**src/rtl/uart_transmitter.sv**
```systemverilog
// uart_transmitter
//   Serial transmit half of the APB UART. Sends one byte per request as
//   1 start bit (0), 8 data bits LSB first, an optional even-parity bit
//   (XOR of the byte) and 1 stop bit (1). Every bit lasts CLKS_PER_BIT clocks.
//
// Ports
//   clk          system clock, rising edge
//   rst          synchronous active-high reset, highest priority
//   tx_enable    block enable; low aborts any frame and holds IDLE
//   tx_start     send request, only looked at in IDLE
//   tx_data_in   byte to send, captured on acceptance
//   parity_en    insert parity bit, captured on acceptance
//   tx_data_out  serial line, idles high (registered)
//   busy         high for the whole frame, start through stop (registered)
//   done         one-cycle pulse after a frame completes normally (registered)
module uart_transmitter #(
  parameter int CLKS_PER_BIT = 16
) (
  input  logic       clk,
  input  logic       rst,
  input  logic       tx_enable,
  input  logic       tx_start,
  input  logic [7:0] tx_data_in,
  input  logic       parity_en,
  output logic       tx_data_out,
  output logic       busy,
  output logic       done
);

  localparam int              CNT_W    = (CLKS_PER_BIT > 1) ? $clog2(CLKS_PER_BIT) : 1;
  localparam logic [CNT_W-1:0] CNT_LAST = CNT_W'(CLKS_PER_BIT - 1);

  typedef enum logic [2:0] {
    IDLE,
    START_BIT,
    DATA_BITS,
    PARITY,
    STOP_BIT
  } state_t;

  state_t           state;
  logic [CNT_W-1:0] cnt;
  logic [2:0]       bit_idx;
  logic [7:0]       data_q;
  logic             parity_en_q;

  // Even parity: the inserted bit makes the total count of ones even.
  function automatic logic even_parity(input logic [7:0] d);
    return ^d;
  endfunction

  // Outputs are set on the same edge that enters each state, so the line
  // level always lines up with the state that owns it.
  always_ff @(posedge clk) begin
    if (rst) begin
      state       <= IDLE;
      cnt         <= '0;
      bit_idx     <= '0;
      data_q      <= '0;
      parity_en_q <= 1'b0;
      tx_data_out <= 1'b1;
      busy        <= 1'b0;
      done        <= 1'b0;
    end else begin
      done <= 1'b0;
      if (!tx_enable) begin
        // Abort: drop straight back to an idle line, no done for this frame.
        state       <= IDLE;
        cnt         <= '0;
        bit_idx     <= '0;
        tx_data_out <= 1'b1;
        busy        <= 1'b0;
      end else if (state == IDLE) begin
        if (tx_start) begin
          data_q      <= tx_data_in;
          parity_en_q <= parity_en;
          cnt         <= '0;
          bit_idx     <= '0;
          state       <= START_BIT;
          tx_data_out <= 1'b0;
          busy        <= 1'b1;
        end
      end else if (cnt != CNT_LAST) begin
        cnt <= cnt + 1'b1;
      end else begin
        // Bit boundary: advance to the next slot of the frame.
        cnt <= '0;
        case (state)
          START_BIT: begin
            state       <= DATA_BITS;
            bit_idx     <= '0;
            tx_data_out <= data_q[0];
          end
          DATA_BITS: begin
            if (bit_idx == 3'd7) begin
              bit_idx <= '0;
              if (parity_en_q) begin
                state       <= PARITY;
                tx_data_out <= even_parity(data_q);
              end else begin
                state       <= STOP_BIT;
                tx_data_out <= 1'b1;
              end
            end else begin
              bit_idx     <= bit_idx + 3'd1;
              tx_data_out <= data_q[bit_idx + 3'd1];
            end
          end
          PARITY: begin
            state       <= STOP_BIT;
            tx_data_out <= 1'b1;
          end
          STOP_BIT: begin
            state       <= IDLE;
            tx_data_out <= 1'b1;
            busy        <= 1'b0;
            done        <= 1'b1;
          end
          default: begin
            state       <= IDLE;
            tx_data_out <= 1'b1;
            busy        <= 1'b0;
          end
        endcase
      end
    end
  end

endmodule

```
**config.mk**
```make
export PLATFORM = sky130hd
export DESIGN_NAME = uart_transmitter
export DESIGN_NICKNAME = d
export VERILOG_FILES = /design/src/rtl/uart_transmitter.sv
export SDC_FILE = /design/constraint.sdc
export NUM_CORES = 1
export LEC_CHECK = 0
export ABC_AREA = 1
export BUFFER_PORTS_ARGS = -buffer_cell sky130_fd_sc_hd__buf_2
export CORE_ASPECT_RATIO = 0.7
export CORE_MARGIN = 2
export CORE_UTILIZATION = 35
export DETAILED_ROUTE_END_ITERATION = 10
export SLEW_MARGIN = 20
export SYNTH_ARGS = -nofsm -noshare
export SYNTH_HDL_FRONTEND = slang
export SYNTH_SLANG_ARGS = --single-unit
```
**constraint.sdc**
```tcl
create_clock -name clk -period 1.5 [get_ports clk]
set_clock_uncertainty 0.05 [all_clocks]
set_input_delay 0.3 -clock clk [delete_from_list [all_inputs] [get_ports clk]]
set_output_delay 0.3 -clock clk [all_outputs]
set_load 0.05 [all_outputs]
```
==> summary.md <==
| Metric | Value |
|---|---|
| Most used cell, CP | nand2_1 |
| Final period util | 95.1% |
| Netlist cell types | 27 |
| Sink Count | 22 |
| CTS tree | yes |
| H-Tree Depth | 1 |
| Setup violators final | 0 |
| # rows | 18 |
| WP data required | 1.62 ns |
| Hold WS | 0.254 ns |
| Run status | completed |
| Boundary Pins | 16 |
| Combinational Power Share | 37.7% |
| Busiest grt layer | met2 |
| WL final | 2650 um |
| Worst-Margin Slew | 0.288 ns |
| Switch share | 37.9% |
| Warnings from Yosys | 0 |
| Grt total ovfl | 0 |
| Sequential area share after synthesis | 35.1% |
| Initial antenna violation count | 0 |
| First-pass detailed-route iteration total | 5 |
| Clock Tree Buf Depth | 2 |
| Final Hold Viols | 0 |
| Post-route DRC | 0 |
| Max stage delay on crit path | 0.34 ns |
| Reg clk slew, reported paths | 0.08 ns |
| WL/cell | 10.7 um |
| CP Cell Sequence | ha_4 > ha_4 > nand3_1 > nand3_1 > nand3_1 > nand2_1 > inv_1 > nand2_1 > nand2_1 > nand2_1 > nand2_1 |
| Flops & latches, synth | 22 |
| Worst hold path class | in -> reg |
| Clock Power Share | 23.4% |
| RSZ-0062 raised after global routing | yes |
| Final slew viol count | 0 |
| PortBufs | 15 |
| Critical Path AT | 1.54 ns |
| Lkg Pwr | 0.624 nW |
| DRT iter0 DRCs | 46 |
| Met3 Track Usage GR | 4.49% |
| Reg power frac | 38.8% |
| Post-CTS Hold Buffers | 0 |
| Power Total | 1.82 mW |
| CTS Root Cell | clkbuf_8 |
| Post-route ant nets | 0 |
| Tmin final | 1.43 ns |
| Vias | 1146 |
| Chip height | 54.1 um |
| Slew margin rel. | 80.7% |
| CORE AREA | 3470 um2 |
| Switching power | 691 uW |
| Crit-path slowest cell | dfxtp_2 |
| CP Capture Type | register |
| Number of vias per cell | 4.62 |
| Fillers | 371 |
| Syn avg cell area | 7.16 um2 |
| Hpwl dp | 2020 um |
| Worst vdd ir | 0.000713 V |
| Setup WS pre-CTS | 0.0192 ns |
| PnR worst setup slack | 0.0729 ns |
| Cells after Synth | 175 |
| Layout cell share with drive strength beyond 1 | 26.8% |
| Max Cap Violations | 0 |
| CP Max Fanout | 4 |
| Clk Latency, worst-skew pair | 0.26 ns |
| Antenna Cells | 0 |
| Starting density of the core | 36.1% |
| Die area | 4080 um2 |
| Pint | 1.13 mW |
| # nets final | 215 |
| First-pass GRT wire length | 4450 um |
| Met1 usage | 21.2% |
| Largest net degree at the start of global routing | 13 |
| Net Count, Synth | 191 |
| Critical path class | reg -> reg |
| Vias in the first global route | 1020 |
| Die width | 75.5 um |
| Crit path launch type | register |
| Global routing usage on met2 | 21.9% |
| PwrDens | 1200 nW/um2 |
| Max Fclk | 0.701 GHz |
| TritonCTS buffer count | 3 |
| Total GRT Usage | 14.7% |
| Area of the mapped netlist | 1250 um2 |
| GP Congestion | 0.797 |
| Area growth, synth to finish | 21.4% |
-- worst paths after layout --
| kind | from | to | slack (ns) | cells past startpoint |
|---|---|---|---|---|
| setup / recovery | bit_idx[0] | tx_data_out | 0.07 | 11 |
| hold reg to reg | busy | busy | 0.44 | 2 |
| hold / removal | tx_data_in[7] | data_q[7] | 0.25 | 3 |
| setup reg to reg | bit_idx[0] | tx_data_out | 0.07 | 11 |
-- power groups by stage --
stage	registers (mW)	logic [mW]	clock network, mW
final	0.707	0.686	0.427
after global routing	0.716	0.780	0.465
after CTS	0.699	0.674	0.440
after detailed placement	0.713	0.671	0
after global placement	0.713	0.671	0
after floorplan	0.730	0.493	0
-- repair_timing --
item	in CTS	in global routing
setup buffers	0	1
resized for setup	0	9
endpoints found under the setup margin	0	6
-- worst max-delay path, delay by kind of cell (launching register included) --
kind                     cells  cell delay [ns]
buffers and inverters        1             0.03
AND/OR/NAND/NOR              8             0.46
flip-flops                   1             0.34
adder cells (fa/ha/maj)      2             0.45
-- final cells by class --
class                      instances  area, um2  area share [%]
clock buffer                       4       55.1            3.62
inverter                          19       78.8            5.18
multi-input combinational        130        744            48.9
sequential                        22        445            29.3
tap                               50       62.6            4.11
timing repair buffer              23        135            8.88
-- cells in the final DEF, fill, tap and decap left out, drive strengths merged --
cell / synthesis / layout
nand2: 54 / 54
buf: 3 / 23
dfxtp: 22 / 22
a21oi: 18 / 18
inv: 18 / 18
nor2: 14 / 14
nand3: 13 / 13
o21ai: 9 / 9
nand4: 6 / 6
xnor2: 4 / 4
clkbuf: 1 / 4
a211oi: 3 / 3
xor2: 3 / 3
ha: 3 / 3
nand3b: 2 / 2
clkinv: 1 / 1
a31oi: 1 / 1
-- sequential cells by signal, summed over array words and instances, names as in the netlist --
signal       cells
done             1
parity_en_q      1
state            3
busy             1
cnt              4
tx_data_out      1
bit_idx          3
data_q           8
-- through the flow --
stage               utilization [%]  setup TNS (ns)  cell area [um2]  std cells
detailed placement             41.3               0             1430        243
finish                         43.9               0             1520        248
global placement               41.3               0             1430        243
CTS                            42.9               0             1490        247
global route                   43.9         -0.0287             1520        248
floorplan                         -               0             1270        175
-- layer usage --
| metal | routed length (um) | part of all wire (%) |
|---|---|---|
| met1 | 1490 | 56 |
| met2 | 1080 | 41 |
| met3 | 88 | 3.3 |
| met4 | 0 | 0 |
| met5 | 0 | 0 |
-- synthesized netlist by cell type --
master / number / share of area (%)
nand2_4: 3 / 2.7
ha_1: 3 / 3.0
xnor2_1: 4 / 2.8
nor2_1: 8 / 2.4
buf_6: 1 / 0.90
a31oi_1: 1 / 0.50
buf_2: 2 / 0.80
a21oi_1: 18 / 7.2
o21ai_0: 6 / 2.4
nand3b_1: 2 / 1.2
clkbuf_1: 1 / 0.30
inv_1: 13 / 3.9
clkinv_4: 1 / 0.70
inv_4: 1 / 0.50
o21ai_1: 3 / 1.2
nand3_2: 1 / 0.80
a211oi_1: 3 / 1.8
nand3_1: 12 / 4.8
nand4_1: 6 / 3.0
xor2_1: 3 / 2.1
nor2_2: 2 / 1.0
inv_2: 4 / 1.2
nor2_4: 3 / 2.7
nand2_1: 50 / 15
nor2_8: 1 / 1.6
dfxtp_1: 22 / 35
nand2_2: 1 / 0.50
-- kinds of logic (layout without fill, tap and decap cells) --
family | count (synthesis) | count (layout) | share of synthesized area (%)
compound gates | 31 | 31 | 13.1
fa+ha+maj | 3 | 3 | 2.99
flops | 22 | 22 | 35.1
xor+xnor | 7 | 7 | 4.89
simple gates | 89 | 89 | 35.6
buf+inv | 23 | 46 | 8.28
(Power assumes the default switching activity.)
